<file path="src/rtl/lsu_req.sv">
// Memory-stage load/store initiator: decodes, aligns and issues one VALID/READY access, formats the load result.
// Latency: request cycle 0, o_VALID from cycle 1, o_done the cycle after READY (or after timeout / misalign decode).
// Backpressure: holds the request stable on the bus until i_READY; stalls the pipeline until the o_done cycle.
//
// Ports:
//   i_clk, i_rst               clock, synchronous active-high reset
//   i_req/i_wren/i_funct3/i_addr/i_rs2_data   pipeline memory instruction (held while o_stall=1)
//   o_stall, o_done, o_ld_data, o_misalign, o_timeout   pipeline-side status and result
//   o_VALID/i_READY, o_lsu_addr, o_st_data, o_st_strb, o_lsu_wren, i_ld_data   bus side
module lsu_req #(
    parameter int TIMEOUT_CYC = 1024,
    parameter int CNT_W       = $clog2(TIMEOUT_CYC + 1)
) (
    input  logic        i_clk,
    input  logic        i_rst,
    input  logic        i_req,
    input  logic        i_wren,
    input  logic [2:0]  i_funct3,
    input  logic [31:0] i_addr,
    input  logic [31:0] i_rs2_data,
    output logic        o_stall,
    output logic [31:0] o_ld_data,
    output logic        o_done,
    output logic        o_misalign,
    output logic        o_timeout,
    output logic        o_VALID,
    input  logic        i_READY,
    output logic [31:0] o_lsu_addr,
    output logic [31:0] o_st_data,
    output logic [3:0]  o_st_strb,
    output logic        o_lsu_wren,
    input  logic [31:0] i_ld_data
);
    // A disabled timeout still needs a 1-bit counter to keep the declarations legal.
    localparam int             CW       = (CNT_W < 1) ? 1 : CNT_W;
    localparam logic [CW-1:0]  CNT_LAST = CW'(TIMEOUT_CYC - 1);

    typedef enum logic [1:0] {S_IDLE, S_WAIT, S_RESP} state_t;
    state_t state, state_nxt;

    logic [31:0]   addr_q, st_data_q, word_q;
    logic [3:0]    strb_q;
    logic          wren_q, misalign_q, timeout_q;
    logic [2:0]    funct3_q;
    logic [1:0]    lane_q;
    logic [CW-1:0] cnt;

    logic          illegal, accept, timeout_hit;
    logic [3:0]    strb_d;
    logic [31:0]   st_data_d;

    // Access legality: unknown funct3, unsigned stores, and unaligned half/word.
    always_comb begin
        illegal = 1'b0;
        case (i_funct3)
            3'b000:         illegal = 1'b0;
            3'b001:         illegal = i_addr[0];
            3'b010:         illegal = |i_addr[1:0];
            3'b100, 3'b101: illegal = i_wren | (i_funct3[0] & i_addr[0]);
            default:        illegal = 1'b1;
        endcase
    end

    // Store lane replication and strobes; loads always request the full word.
    always_comb begin
        strb_d    = 4'b1111;
        st_data_d = i_rs2_data;
        if (i_wren) begin
            case (i_funct3[1:0])
                2'b00: begin
                    strb_d    = 4'b0001 << i_addr[1:0];
                    st_data_d = {4{i_rs2_data[7:0]}};
                end
                2'b01: begin
                    strb_d    = 4'b0011 << {i_addr[1], 1'b0};
                    st_data_d = {2{i_rs2_data[15:0]}};
                end
                default: ;
            endcase
        end
    end

    assign accept      = (state == S_IDLE) && i_req;
    assign timeout_hit = (TIMEOUT_CYC != 0) && (cnt == CNT_LAST);

    // State register
    always_ff @(posedge i_clk) begin
        if (i_rst) state <= S_IDLE;
        else       state <= state_nxt;
    end

    // Next-state logic; READY wins over a timeout in the same cycle.
    always_comb begin
        state_nxt = state;
        case (state)
            S_IDLE:  if (i_req) state_nxt = illegal ? S_RESP : S_WAIT;
            S_WAIT:  if (i_READY || timeout_hit) state_nxt = S_RESP;
            S_RESP:  state_nxt = S_IDLE;
            default: state_nxt = S_IDLE;
        endcase
    end

    // Request capture, response capture and timeout counter
    always_ff @(posedge i_clk) begin
        if (i_rst) begin
            addr_q     <= '0;
            st_data_q  <= '0;
            strb_q     <= '0;
            wren_q     <= 1'b0;
            funct3_q   <= '0;
            lane_q     <= '0;
            word_q     <= '0;
            misalign_q <= 1'b0;
            timeout_q  <= 1'b0;
            cnt        <= '0;
        end else begin
            if (accept) begin
                misalign_q <= illegal;
                timeout_q  <= 1'b0;
                cnt        <= '0;
                if (!illegal) begin
                    addr_q    <= {i_addr[31:2], 2'b00};
                    st_data_q <= st_data_d;
                    strb_q    <= strb_d;
                    wren_q    <= i_wren;
                    funct3_q  <= i_funct3;
                    lane_q    <= i_addr[1:0];
                end
            end
            if (state == S_WAIT) begin
                if (i_READY) begin
                    cnt <= '0;
                    if (!wren_q) word_q <= i_ld_data;
                end else if (timeout_hit) begin
                    cnt       <= '0;
                    timeout_q <= 1'b1;
                end else begin
                    cnt <= cnt + 1'b1;
                end
            end
        end
    end

    // Load formatting from the captured word
    logic [7:0]  ld_b;
    logic [15:0] ld_h;
    logic [31:0] ld_fmt;
    always_comb begin
        ld_b = 8'(word_q >> {lane_q, 3'b000});
        ld_h = 16'(word_q >> {lane_q[1], 4'b0000});
        case (funct3_q)
            3'b000:  ld_fmt = {{24{ld_b[7]}}, ld_b};
            3'b001:  ld_fmt = {{16{ld_h[15]}}, ld_h};
            3'b100:  ld_fmt = {24'd0, ld_b};
            3'b101:  ld_fmt = {16'd0, ld_h};
            default: ld_fmt = word_q;
        endcase
    end

    // Outputs; result and exception flags are visible only in the completion cycle.
    always_comb begin
        o_stall    = accept || (state == S_WAIT);
        o_VALID    = (state == S_WAIT);
        o_done     = (state == S_RESP);
        o_misalign = (state == S_RESP) && misalign_q;
        o_timeout  = (state == S_RESP) && timeout_q;
        o_ld_data  = '0;
        if ((state == S_RESP) && !misalign_q && !timeout_q && !wren_q)
            o_ld_data = ld_fmt;
    end

    assign o_lsu_addr = addr_q;
    assign o_st_data  = st_data_q;
    assign o_st_strb  = strb_q;
    assign o_lsu_wren = wren_q;

endmodule

</file>
<file path="config.mk">
export PLATFORM = sky130hd
export DESIGN_NAME = lsu_req
export DESIGN_NICKNAME = d
export VERILOG_FILES = /design/src/rtl/lsu_req.sv
export SDC_FILE = /design/constraint.sdc
export NUM_CORES = 1
export LEC_CHECK = 0
export BUFFER_PORTS_ARGS = -buffer_cell sky130_fd_sc_hd__buf_2
export CORE_MARGIN = 3
export CORE_UTILIZATION = 45
export DETAILED_ROUTE_END_ITERATION = 6
export GPL_TIMING_DRIVEN = 0
export PLACE_DENSITY = 0.75
export SYNTH_ARGS = -nofsm -noshare
export SYNTH_HDL_FRONTEND = slang
export SYNTH_SLANG_ARGS = --single-unit
</file>
<file path="constraint.sdc">
create_clock -name i_clk -period 1.85 [get_ports i_clk]
set_input_delay 0.0925 -clock i_clk [delete_from_list [all_inputs] [get_ports i_clk]]
set_output_delay 0.0925 -clock i_clk [all_outputs]
set_load 0.02 [all_outputs]
</file>
==> run summary, run 1 <==
The sequential fraction of the synthesis area is 45.24%. The power per unit of standard cell area came out at 880.6 nW/µm². The run finished, with violations left. The synthesized-area fraction occupied by xor and xnor cells came out at 0.9979%. No sink is reached through more buffers than the 2 on the longest clock path. met2 is the most crowded layer. Setup slack on the worst reg-to-reg path comes out at 0.08 ns.

Counting the fill cells in the layout gives 768. For this run, the top clock speed supported by timing is 477.2 MHz. The tightest min-delay check is of the primary input to register type. The portion of netlist area occupied by mux cells came out at 3.873%. The checks that failed: negative setup slack. The overall routing resource usage is 28.35%.

Buffers placed on the I/O ports in this run total 206. The clock tree from TritonCTS is built. The total vias in the final route came out at 6145. The most common library cell in the layout ignoring fill and taps is sky130_fd_sc_hd__nand2_1.

The tree built by TritonCTS fans out to 119 sinks. After detailed routing, the number of vias per cell comes to 5.343. The setup-violating endpoint count in the final report is 30.

The initial utilization of the core area, before any placement, comes to 47.33%. The synthesized netlist devotes 20.86% of its cell area to compound gates. The number of antenna violations at the first check in global routing came out at 0. Row generation in the floorplan step produced 38 rows. After synthesis, the share of flip-flops with an asynchronous set or reset is 0%. The final number of hold-violating endpoints came to 0.

The placer's final routability congestion estimate is 0.8980. Measured along the y axis, the die boundary spans 114.2 µm. The met1 demand-to-capacity share in global routing came out at 32.28%. The max-slew violation count was 0.

The first-pass GRT wire length is 29.49 mm. Setup repair after global routing could not meet its margin everywhere. The instance count after placement with tap cells included is 1035. The capturing element type of the critical path is a primary output.

The clock skew is 0.006940 ns. The smallest clock period supported by the final layout is computed as 2.095 ns. Before CTS, the worst setup slack after placement is -0.07707 ns. The power consumption came out at 7.372 mW. The final antenna-violating net count is 0. The critical path is of the register to primary output type. The first-iteration detailed-routing DRC count came out at 428. The final-layout setup total negative slack is -5.155 ns. The floorplan step set the die width to 114.2 µm. The top cell types in the final layout, fill and taps aside, are sky130_fd_sc_hd__nand2_1 (200), sky130_fd_sc_hd__buf_2 (191), sky130_fd_sc_hd__dfxtp_1 (113). Clock tree synthesis inserted a total of 17 buffers. The cell area reported after detailed placement came out at 6490 µm². The maximum ir drop on the vdd rail is 1.071 mV. The maximum number of pins on one net before global-route repair came out at 17. The final setup slack of the worst path came out at -0.2454 ns. The count of cell types in the netlist is 46. The via count of the first global-routing pass came out at 6072. Counting flops and latches in the post-synthesis netlist gives 119. The yosys synthesis warning count came out at 0. The number of antenna cells inserted came out at 0. The residual DRC count came out at 0. After synthesis, the largest family of logic cells by area is simple AND/OR/NAND/NOR gates.

The post-route core utilization is 75.25%. The sum of overflow across all layers after global routing is 0. The met3 layer usage reported by global route is 8.087%.

The transition at the pin with the smallest max-transition slack is 0.6829 ns. The clock transition at the register clock pins on the worst setup and hold paths after CTS is 0.06 ns. The floorplan step defined a core boundary enclosing 11130 µm². The arrival time of data at the critical path endpoint is 2.00 ns.

The final worst hold slack is 0.02550 ns. The cell count after synthesis came out at 688. The per-cell routed wire length is 16.75 µm. The synthesized netlist occupies a cell area of 5266 µm². The total non-filler cell area in the finished layout is 8372 µm². The ratio of cells with drive above 1 in the final layout came out at 32.97%. The clock insertion delay at the later pin of the skew report came out at 0.41 ns.

The post-synthesis share of cell area spent on full adders, half adders and majority gates is 0.2376%. The first detailed-routing pass took 5 iterations. 210 I/O pins were placed.

The critical path data required time came out at 1.76 ns. The met2 track demand over resource in global routing is 50.35%. The max-cap violation count came out at 0. The synthesis-to-finish area growth came out at 58.97%.

The root buffer cell is sky130_fd_sc_hd__clkbuf_16. The level count of the clock H-tree came out at 4. The share of the clock period used by the worst path is 113.3%. After legalization and detailed placement, the total HPWL measured 12.28 mm. After the flow finishes, the layout carries non-filler instances totaling 1150.

The normalized max-slew margin is 54.48%. The net count of the finished layout is 1102. The total length of routed wires is 19.26 mm. The leakage dissipation is 3.423 nW.

The startpoint class of the critical path is a register. The peak fanout along the critical path came out at 10. The full die area came out at 13040 µm². Of the total synthesized cell area, the portion taken by AND, OR, NAND and NOR gates is 22.38%. The count of flip-flops with a built-in enable after synthesis came out at 0. The most used flip-flop cell after synthesis is sky130_fd_sc_hd__dfxtp_1. Dividing the synthesized area by the synthesized cell count gives 7.655 µm².
metal layers:
| layer | wire [µm] | up-vias | part of all wire (%) |
|---|---|---|---|
| met1 | 7558 | 2837 | 39 |
| met5 | 0 | - | 0 |
| met3 | 1480 | 49 | 7.7 |
| met4 | 555 | 0 | 2.9 |
| li1 | - | 2948 | - |
| met2 | 9664 | 311 | 50 |
critical path: stages, from the launching register on:
cell                       delay, ns
sky130_fd_sc_hd__dfxtp_2        0.32
sky130_fd_sc_hd__mux4_2         0.37
sky130_fd_sc_hd__nand2b_4       0.07
sky130_fd_sc_hd__a221o_2        0.39
sky130_fd_sc_hd__buf_8          0.17
sky130_fd_sc_hd__a21oi_2        0.14
sky130_fd_sc_hd__buf_6          0.14
final timing paths:
kind | start | end | cells past startpoint
worst max-delay path | lane_q[0] | o_ld_data[25] | 6
worst max register to register | state[0] | word_q[13] | 5
worst min register to register | o_st_data[27] | o_st_data[27] | 2
worst min-delay path | i_rs2_data[27] | o_st_data[27] | 3
Yosys cell counts (2+ instances only):
cell / number / area share, %
sky130_fd_sc_hd__nand2_1: 201 / 14
sky130_fd_sc_hd__dfxtp_1: 119 / 45
sky130_fd_sc_hd__a21oi_1: 106 / 10
sky130_fd_sc_hd__clkbuf_1: 32 / 2.3
sky130_fd_sc_hd__inv_1: 29 / 2.1
sky130_fd_sc_hd__nor2_1: 26 / 1.9
sky130_fd_sc_hd__nor3_1: 19 / 1.8
sky130_fd_sc_hd__mux2i_1: 17 / 3.2
sky130_fd_sc_hd__o211ai_1: 16 / 2.3
sky130_fd_sc_hd__buf_2: 15 / 1.4
sky130_fd_sc_hd__o21ai_0: 13 / 1.2
sky130_fd_sc_hd__a21oi_2: 11 / 1.8
sky130_fd_sc_hd__a211oi_1: 10 / 1.4
sky130_fd_sc_hd__a221oi_1: 7 / 1.2
sky130_fd_sc_hd__o22ai_1: 7 / 0.83
sky130_fd_sc_hd__nand3_1: 4 / 0.38
sky130_fd_sc_hd__or3_1: 4 / 0.48
sky130_fd_sc_hd__xnor2_1: 4 / 0.67
sky130_fd_sc_hd__a31oi_1: 3 / 0.36
sky130_fd_sc_hd__nand2b_1: 3 / 0.36
sky130_fd_sc_hd__nand3b_1: 3 / 0.43
sky130_fd_sc_hd__nand4_1: 3 / 0.36
sky130_fd_sc_hd__nor2b_1: 3 / 0.36
sky130_fd_sc_hd__nor3b_1: 3 / 0.43
sky130_fd_sc_hd__nor4_1: 3 / 0.36
sky130_fd_sc_hd__o21a_1: 3 / 0.43
sky130_fd_sc_hd__a311oi_1: 2 / 0.33
sky130_fd_sc_hd__and2_1: 2 / 0.24
sky130_fd_sc_hd__buf_4: 2 / 0.29
sky130_fd_sc_hd__xor2_1: 2 / 0.33
area by class of cell:
| cell class | count | area (µm²) | area share [%] |
|---|---|---|---|
| tap | 140 | 175.2 | 2.092 |
| buffer | 48 | 242.7 | 2.899 |
| sequential | 119 | 2392 | 28.58 |
| clock buffer | 20 | 446.7 | 5.336 |
| multi-input combinational | 490 | 2836 | 33.88 |
| timing repair buffer | 291 | 1962 | 23.43 |
| clock inverter | 12 | 200.2 | 2.391 |
| inverter | 30 | 116.4 | 1.390 |
registers in the layout, summed over array words and instances (netlist names):
name,count
o_st_data,32
word_q,32
o_lsu_addr,30
cnt,11
o_st_strb,4
funct3_q,3
lane_q,2
state,2
misalign_q,1
o_lsu_wren,1
timeout_q,1
timing repair:
action	in CTS	in global routing
hold buffers	75	0
hold endpoints to repair	75	0
buffers inserted	4	6
cloned	0	0
endpoints found under the setup margin	45	89
pin swaps	5	9
resized for setup	62	57
cells by family (layout without fill, tap and decap cells):
logic type,after synthesis,after routing
adders and majority gates,1,1
buffers and inverters,80,401
xor gates and xnor gates,6,6
AOI/OAI and AO/OA,183,183
other,1,2
muxes,19,19
DFF,119,119
and+or+nand+nor,279,279
power by group:
group          switching [mW]  total [mW]  internal [mW]
sequential             0.0710        2.73           2.66
combinational           0.595        1.03          0.437
clock                    1.18        3.61           2.42
total                    1.85        7.37           5.52
(Power assumes the default switching activity.)
==> inputs of run 2 (changes only) <==
- BUFFER_PORTS_ARGS: -buffer_cell sky130_fd_sc_hd__buf_2 -> -buffer_cell sky130_fd_sc_hd__buf_4
- SKIP_LAST_GASP: unset -> 1
- SLEW_MARGIN: unset -> 10
==> run 2 against run 1 <==
Sequential power barely moved; routed wire length rose by 3.5%; largest cell class unchanged; critical path depth did not move; core utilization rose by 2.7 points; combinational power rose by 11%; via count rose by 1.2%; power fell by 5.6%; die area did not move; register-to-register slack improved by 0.02 ns; highest routed layer unchanged; clock skew rose by 0.00074 ns; count of clock-buffer cells in the layout did not move; the run still ends with negative setup slack left.
==> run summary, run 2 (synthesis results as in run 1) <==
The flow ran to the end, but the final reports show violations. The checks that failed: negative setup slack. The power per unit of standard cell area came out at 802.4 nW/µm². The clock tree synthesis step divided the H-tree into 4 levels. The clock transition at the register clock pins on the worst setup and hold paths after CTS came out at 0.06 ns. The peak fanout along the critical path is 10. The final-layout fill cell count came out at 752. The die is 114.2 µm tall. The cell sitting at the root of the clock tree is a sky130_fd_sc_hd__clkbuf_16.

The die width is 114.2 µm. The initial standard-cell utilization of the core came out at 47.33%. The share of total power in sequential cells is 39.3%. At the later pin of the worst-skew pair, clock insertion delay measures 0.41 ns. Wires add up to 19.94 mm. The clock passes through at most 2 buffers. The count of buffers added on input and output ports is 206. The total vias in the final route is 6218. The clock skew is 0.007683 ns. The via count of the first global-routing pass is 6329.

The number of antenna diodes in the final layout is 0. TritonCTS built the clock tree. The maximum number of pins on one net before global-route repair is 17. The number of sinks handled by clock tree synthesis came out at 119.

The max-cap violation count came out at 0. The number of non-filler instances in the completed layout is 1150. The core region is 11130 µm². The half-perimeter wire length after detailed placement came out at 13.40 mm.

Headroom to the max-slew limit came out at 42.15%. Global routing used 29.47% of the available tracks across all layers. The post-route core utilization is 77.97%. Measured in cells, the most critical reg-to-reg path has a length of 5. The total iterations of the first detailed-routing run is 5. The worst hold path passes through 3 cells. The final setup slack of the worst path came out at -0.2439 ns. The cell area reported after detailed placement is 7005 µm². The die covers 13040 µm². For this run, design rule violations remaining after detail routing come to 0. The number of antenna violations at the first check in global routing is 0. The most common library cell in the layout ignoring fill and taps is sky130_fd_sc_hd__buf_4. Leaving out fill and tap cells, the most frequent cells in the layout are sky130_fd_sc_hd__buf_4 (214), sky130_fd_sc_hd__nand2_1 (200), sky130_fd_sc_hd__dfxtp_1 (111). The placer's final routability congestion estimate is 0.9296. The setup-violating endpoint count in the final report came out at 30. The sum of overflow across all layers after global routing came out at 0. The max-slew violation count is 0. The critical path data required time is 1.76 ns. The average via count per standard cell came out at 5.407.

The synthesis-to-finish area growth came out at 64.72%. The smallest clock period supported by the final layout is computed as 2.094 ns. The ratio of cells with drive above 1 in the final layout came out at 32.77%. The maximum ir drop on the vdd rail is 0.6085 mV. The worst setup path is launched from a register. The site row count is 38. The critical path is of the register to primary output type. The final number of hold-violating endpoints was 0. The final worst hold slack is 0.02643 ns. The first-pass GRT wire length came out at 30.67 mm. Net switching is 26.71% of the power. The detailed router finished its first iteration with 433 violations. The multi-input combinational cell area is 2791 µm². The leakage dissipation is 3.447 nW. Including well taps, the total number of placed cells is 1035. For this run, the post-layout net count is 1102. The combinational power share is 16.4%.

Power comes to 6.960 mW. The net switching component of the power is 1.859 mW. Data arrives at the worst endpoint at 2.00 ns. Buffers inserted during clock tree synthesis total 17. Internal power comes to 5.101 mW. The highest achievable clock rate came out at 477.6 MHz.

The tightest min-delay check is of the primary input to register type. The number of placed I/O pins came out at 210. The share of the clock period used by the worst path came out at 113.2%. The capturing element type of the critical path is a primary output. Setup repair after global routing could not meet its margin everywhere. Summing all non-filler instances in the final layout gives an area of 8675 µm². The clock network is responsible for 44.3% of the overall power. The final antenna-violating net count is 0.

The per-cell routed wire length came out at 17.34 µm. For the pin with the worst max-slew slack, the measured transition is 0.8659 ns. The register cell area after layout came out at 2395 µm².
==> run 2: changes by cell type in the layout (fill, tap and decap cells not counted), sizes merged <==
cell / previous run / this run
buf: 234 / 232
clkinvlp: 4 / 7
clkinv: 4 / 5
bufinv: 5 / 1
clkbuf: 50 / 52
==> run 2: power groups by stage <==
stage	Sequential (mW)	Clock (mW)	Combinational, mW
finish	2.74	3.08	1.14
global route	2.75	3.23	1.22
CTS	2.73	3.08	1.07
detailed placement	2.78	0	0.919
global placement	2.77	0	0.902
floorplan	2.86	0	0.387
==> run 2: per-layer routing <==
layer | track usage, % | vias to the layer above | share of wire [%] | routed length [µm]
met3 | 10.10 | 72 | 8.7 | 1740
met4 | 14.73 | 0 | 4.1 | 824
met2 | 49.92 | 330 | 49 | 9816
met1 | 32.89 | 2862 | 38 | 7560
li1 | - | 2954 | - | -
met5 | 0 | - | 0 | 0
==> run 2: critical path, stage by stage, from the launching register on <==
cell and delay [ns]:
sky130_fd_sc_hd__dfxtp_1 0.40, sky130_fd_sc_hd__mux4_2 0.31, sky130_fd_sc_hd__nand2b_4 0.07, sky130_fd_sc_hd__a221o_2 0.38, sky130_fd_sc_hd__buf_8 0.16, sky130_fd_sc_hd__a21oi_2 0.12
sky130_fd_sc_hd__buf_4 0.16
==> run 2: timing repair <==
| action | in CTS | in global routing |
|---|---|---|
| pin swaps | 2 | 2 |
| hold buffers | 75 | 0 |
| endpoints found under the hold margin | 75 | 0 |
| endpoints found under the setup margin | 47 | 110 |
| gates resized for setup | 34 | 53 |
| buffers inserted | 6 | 4 |
==> run 2: stage by stage <==
step,setup TNS (ns),setup slack [ns]
CTS,-5.210,-0.2220
finish,-5.514,-0.2439
detailed placement,-0.7999,-0.08193
floorplan,0,0.1099
global placement,-0.2051,-0.02086
global route,-7.362,-0.3019
==> run 2: path summary, 6_finish.rpt <==
kind | to | startpoint | slack [ns]
worst max-delay path | o_ld_data[23] | word_q[7] | -0.24
worst min-delay path | o_st_data[31] | i_rs2_data[31] | 0.03
worst max register to register | cnt[1] | cnt[0] | 0.10
worst min register to register | o_lsu_addr[15] | o_lsu_addr[15] | 0.45
==> run 2: cell type report <==
class / count / area share, %
Inverter: 30 / 1.341
Clock inverter: 12 / 1.197
Tap cell: 140 / 2.019
Buffer: 48 / 2.827
Clock buffer: 20 / 5.265
Timing Repair Buffer: 291 / 27.56
Multi-Input combinational cell: 490 / 32.18
Sequential cell: 119 / 27.61
==> inputs of run 3 (changes only) <==
- CTS_BUF_LIST: unset -> sky130_fd_sc_hd__clkbuf_2 sky130_fd_sc_hd__clkbuf_4 sky130_fd_sc_hd__clkbuf_8
- SKIP_CTS_REPAIR_TIMING: unset -> 1
- clock period: 1.85 -> 2.15 ns (I/O delays scaled with it)
==> run 3 against run 2 <==
The run still ends with negative setup slack left; sequential cell count unchanged; routed wire length is 5.3% lower; sequential power down 14%; combinational power fell by 18%; global-route usage fell by 3.6 points; non-clock buffer count fell by 5; final cell count decreased by 0.43%; largest cell class unchanged.
==> run summary, run 3 (synthesis results as in run 1) <==
The power per unit of standard cell area is 658.1 nW/µm². The number of antenna violations at the first check in global routing is 0. The final critical path takes up 100.1% of the cycle.

The synthesis-to-finish area growth came out at 58.11%. The checks that failed: negative setup slack. The root buffer cell chosen for the clock tree is sky130_fd_sc_hd__clkbuf_8.

In the layout the commonest cells are sky130_fd_sc_hd__buf_4 (209), sky130_fd_sc_hd__nand2_1 (200), sky130_fd_sc_hd__dfxtp_1 (115). The maximum ir drop on the vdd rail came out at 0.5843 mV. The leakage dissipation is 3.349 nW.

Setup repair after global routing could not meet its margin everywhere. The core region is 11130 µm². The final setup slack of the worst path came out at -0.002461 ns.

The level count of the clock H-tree came out at 4. In the detailed route, the total length drawn on met3 is 1.780 mm. The total iterations of the first detailed-routing run is 5.

The worst setup path is of the register to primary output kind. The clock insertion delay at the later pin of the skew report came out at 0.43 ns. The startpoint class of the critical path is a register. STA puts the critical path data arrival time at 2.04 ns. The routed layout has 6131 vias.

Fill cells in the final layout number 796. The final critical path time including I/O delays and setup is 2.152 ns. Leaving out fill and tap cells, the most frequent cell in the layout is sky130_fd_sc_hd__buf_4. On the critical path the largest part of the delay comes from compound AO/OA/AOI/OAI gates. Detailed placement finished with a half-perimeter wire length of 13.40 mm. The per-cell routed wire length came out at 16.49 µm. The startpoint of the most critical hold path is i_rs2_data[31]. The ratio of cells with drive above 1 in the final layout came out at 30.25%. The cell area reported after detailed placement is 6992 µm².

The total length of routed wires came out at 18.88 mm. For the pin with the worst max-slew slack, the measured transition is 0.7589 ns. The die width is 114.2 µm.

The post-layout net count came out at 1097. The number of placed I/O pins is 210. The average via count per standard cell is 5.355. The floorplan die height came out at 114.2 µm. The tool flagged a number of max-cap violations equal to 0. The sum of overflow across all layers after global routing came out at 0. The capturing element type of the critical path is a primary output. The stage delay of the slowest cell on the critical path came out at 0.39 ns.

The timing startpoint of the critical path is lane_q[0]. The final number of hold-violating endpoints is 0. The highest routed metal layer is met4. The setup-violating endpoint count in the final report came out at 1. The final antenna-violating net count is 0. In this run the critical register-to-register path is launched from state[0]. Counting both buffers and inverters, the worst setup path holds a total of 2. The clock transition at the register clock pins on the worst setup and hold paths after CTS is 0.07 ns. Entering global routing, the biggest net connects 17 pins. Traced cell by cell, the critical path runs through mux4_2 -> nand2b_4 -> a221o_2 -> buf_8 -> a21oi_2 -> buf_4.

The number of antenna cells inserted came out at 0. The largest buffer count on any clock path came out at 2. The max-slew violation count came to 0.

The final-layout setup total negative slack came out at -0.002461 ns. The worst slack at placement is 0.1843 ns. The first-iteration detailed-routing DRC count came out at 403. The min-delay analysis places its worst path in the category primary input to register. The number of sinks handled by clock tree synthesis is 119.

The routed metal-1 wire length came out at 7.268 mm. The peak fanout along the critical path came out at 10. After floorplanning, the core was divided into 38 placement rows. Counting the buffers created by CTS gives 17.

Across every metal layer, demand over resource in global routing totals 25.88%. Once the floorplan was initialized, standard cells occupied 47.33% of the core. The multi-input combinational cell area is 2639 µm². The first-pass GRT wire length is 26.85 mm. The clock skew is 0.01046 ns. The count of input and output buffers came out at 206. The detailed-routed wire length on met2 came out at 9.333 mm. The via count of the first global-routing pass came to 5659. The register cell area after layout came out at 2387 µm². The clock tree from TritonCTS is built. On the critical path, the stage with the largest delay is an instance of sky130_fd_sc_hd__a221o_2. Headroom to the max-slew limit came out at 49.30%.

For this run, the top clock speed supported by timing is 464.6 MHz. With fillers left out, the area of the finished cells amounts to 8327 µm². The full die area is 13040 µm². The critical path data required time came out at 2.04 ns. Routability-driven placement finished with a final weighted congestion of 0.9779. The flow ran to the end, but the final reports show violations.

The residual DRC count came out at 0.
==> run 3: changes by cell type in the layout (fill, tap and decap cells not counted), sizes merged <==
cell / delta
clkinvlp: -6
buf: -3
bufinv: +2
clkbuf: +2
clkinv: -1
inv: +1
==> run 3: through the flow <==
| step | hold slack [ns] | cells | util (%) | power, mW |
|---|---|---|---|---|
| final | 0.007210 | 1145 | 74.84 | 5.480 |
| after CTS | -0.1158 | 1067 | 66.76 | 5.347 |
| after global routing | 0.01687 | 1145 | 74.84 | 5.694 |
| after global placement | 0.3539 | 1035 | 62.84 | 3.160 |
| after detailed placement | 0.3604 | 1035 | 62.84 | 3.179 |
| after floorplan | 0.2435 | 689 | - | 2.788 |
==> run 3: cell type report <==
type	instances	share of cell area [%]
multi-input cells	490	31.69
well taps	140	2.104
repair buffers	286	28.22
clock inverters	8	1.412
clock buffers	24	3.817
flip-flops and latches	119	28.67
plain buffers	48	2.735
inverters	30	1.352
==> run 3: where the power goes <==
part	internal [mW]	leakage [nW]	switching, mW	total, mW
combinational	0.440	2.16	0.493	0.933
sequential	2.29	0.967	0.0600	2.35
clock	1.32	0.226	0.877	2.20
==> run 3: worst register-to-register path: cells and delay by family (launching register included) <==
| kind | cells | cell delay [ns] |
|---|---|---|
| AO/OA/AOI/OAI | 1 | 0.15 |
| buffers and inverters | 1 | 0.35 |
| flip-flops | 1 | 0.47 |
| AND/OR/NAND/NOR | 3 | 0.86 |
==> run 3: path summary, 6_finish.rpt <==
| kind | end | slack (ns) | depth (start not counted) |
|---|---|---|---|
| worst min register to register | word_q[10] | 0.46 | 2 |
| worst max-delay path | o_ld_data[24] | -0.002 | 6 |
| worst min-delay path | o_st_data[31] | 0.007 | 3 |
| worst max register to register | word_q[11] | 0.25 | 5 |
==> run 3: metal layers <==
layer | vias to the layer above | track usage [%]
li1 | 2933 | -
met4 | 0 | 11.48
met5 | - | 0
met2 | 290 | 44.38
met3 | 50 | 9.619
met1 | 2858 | 28.58
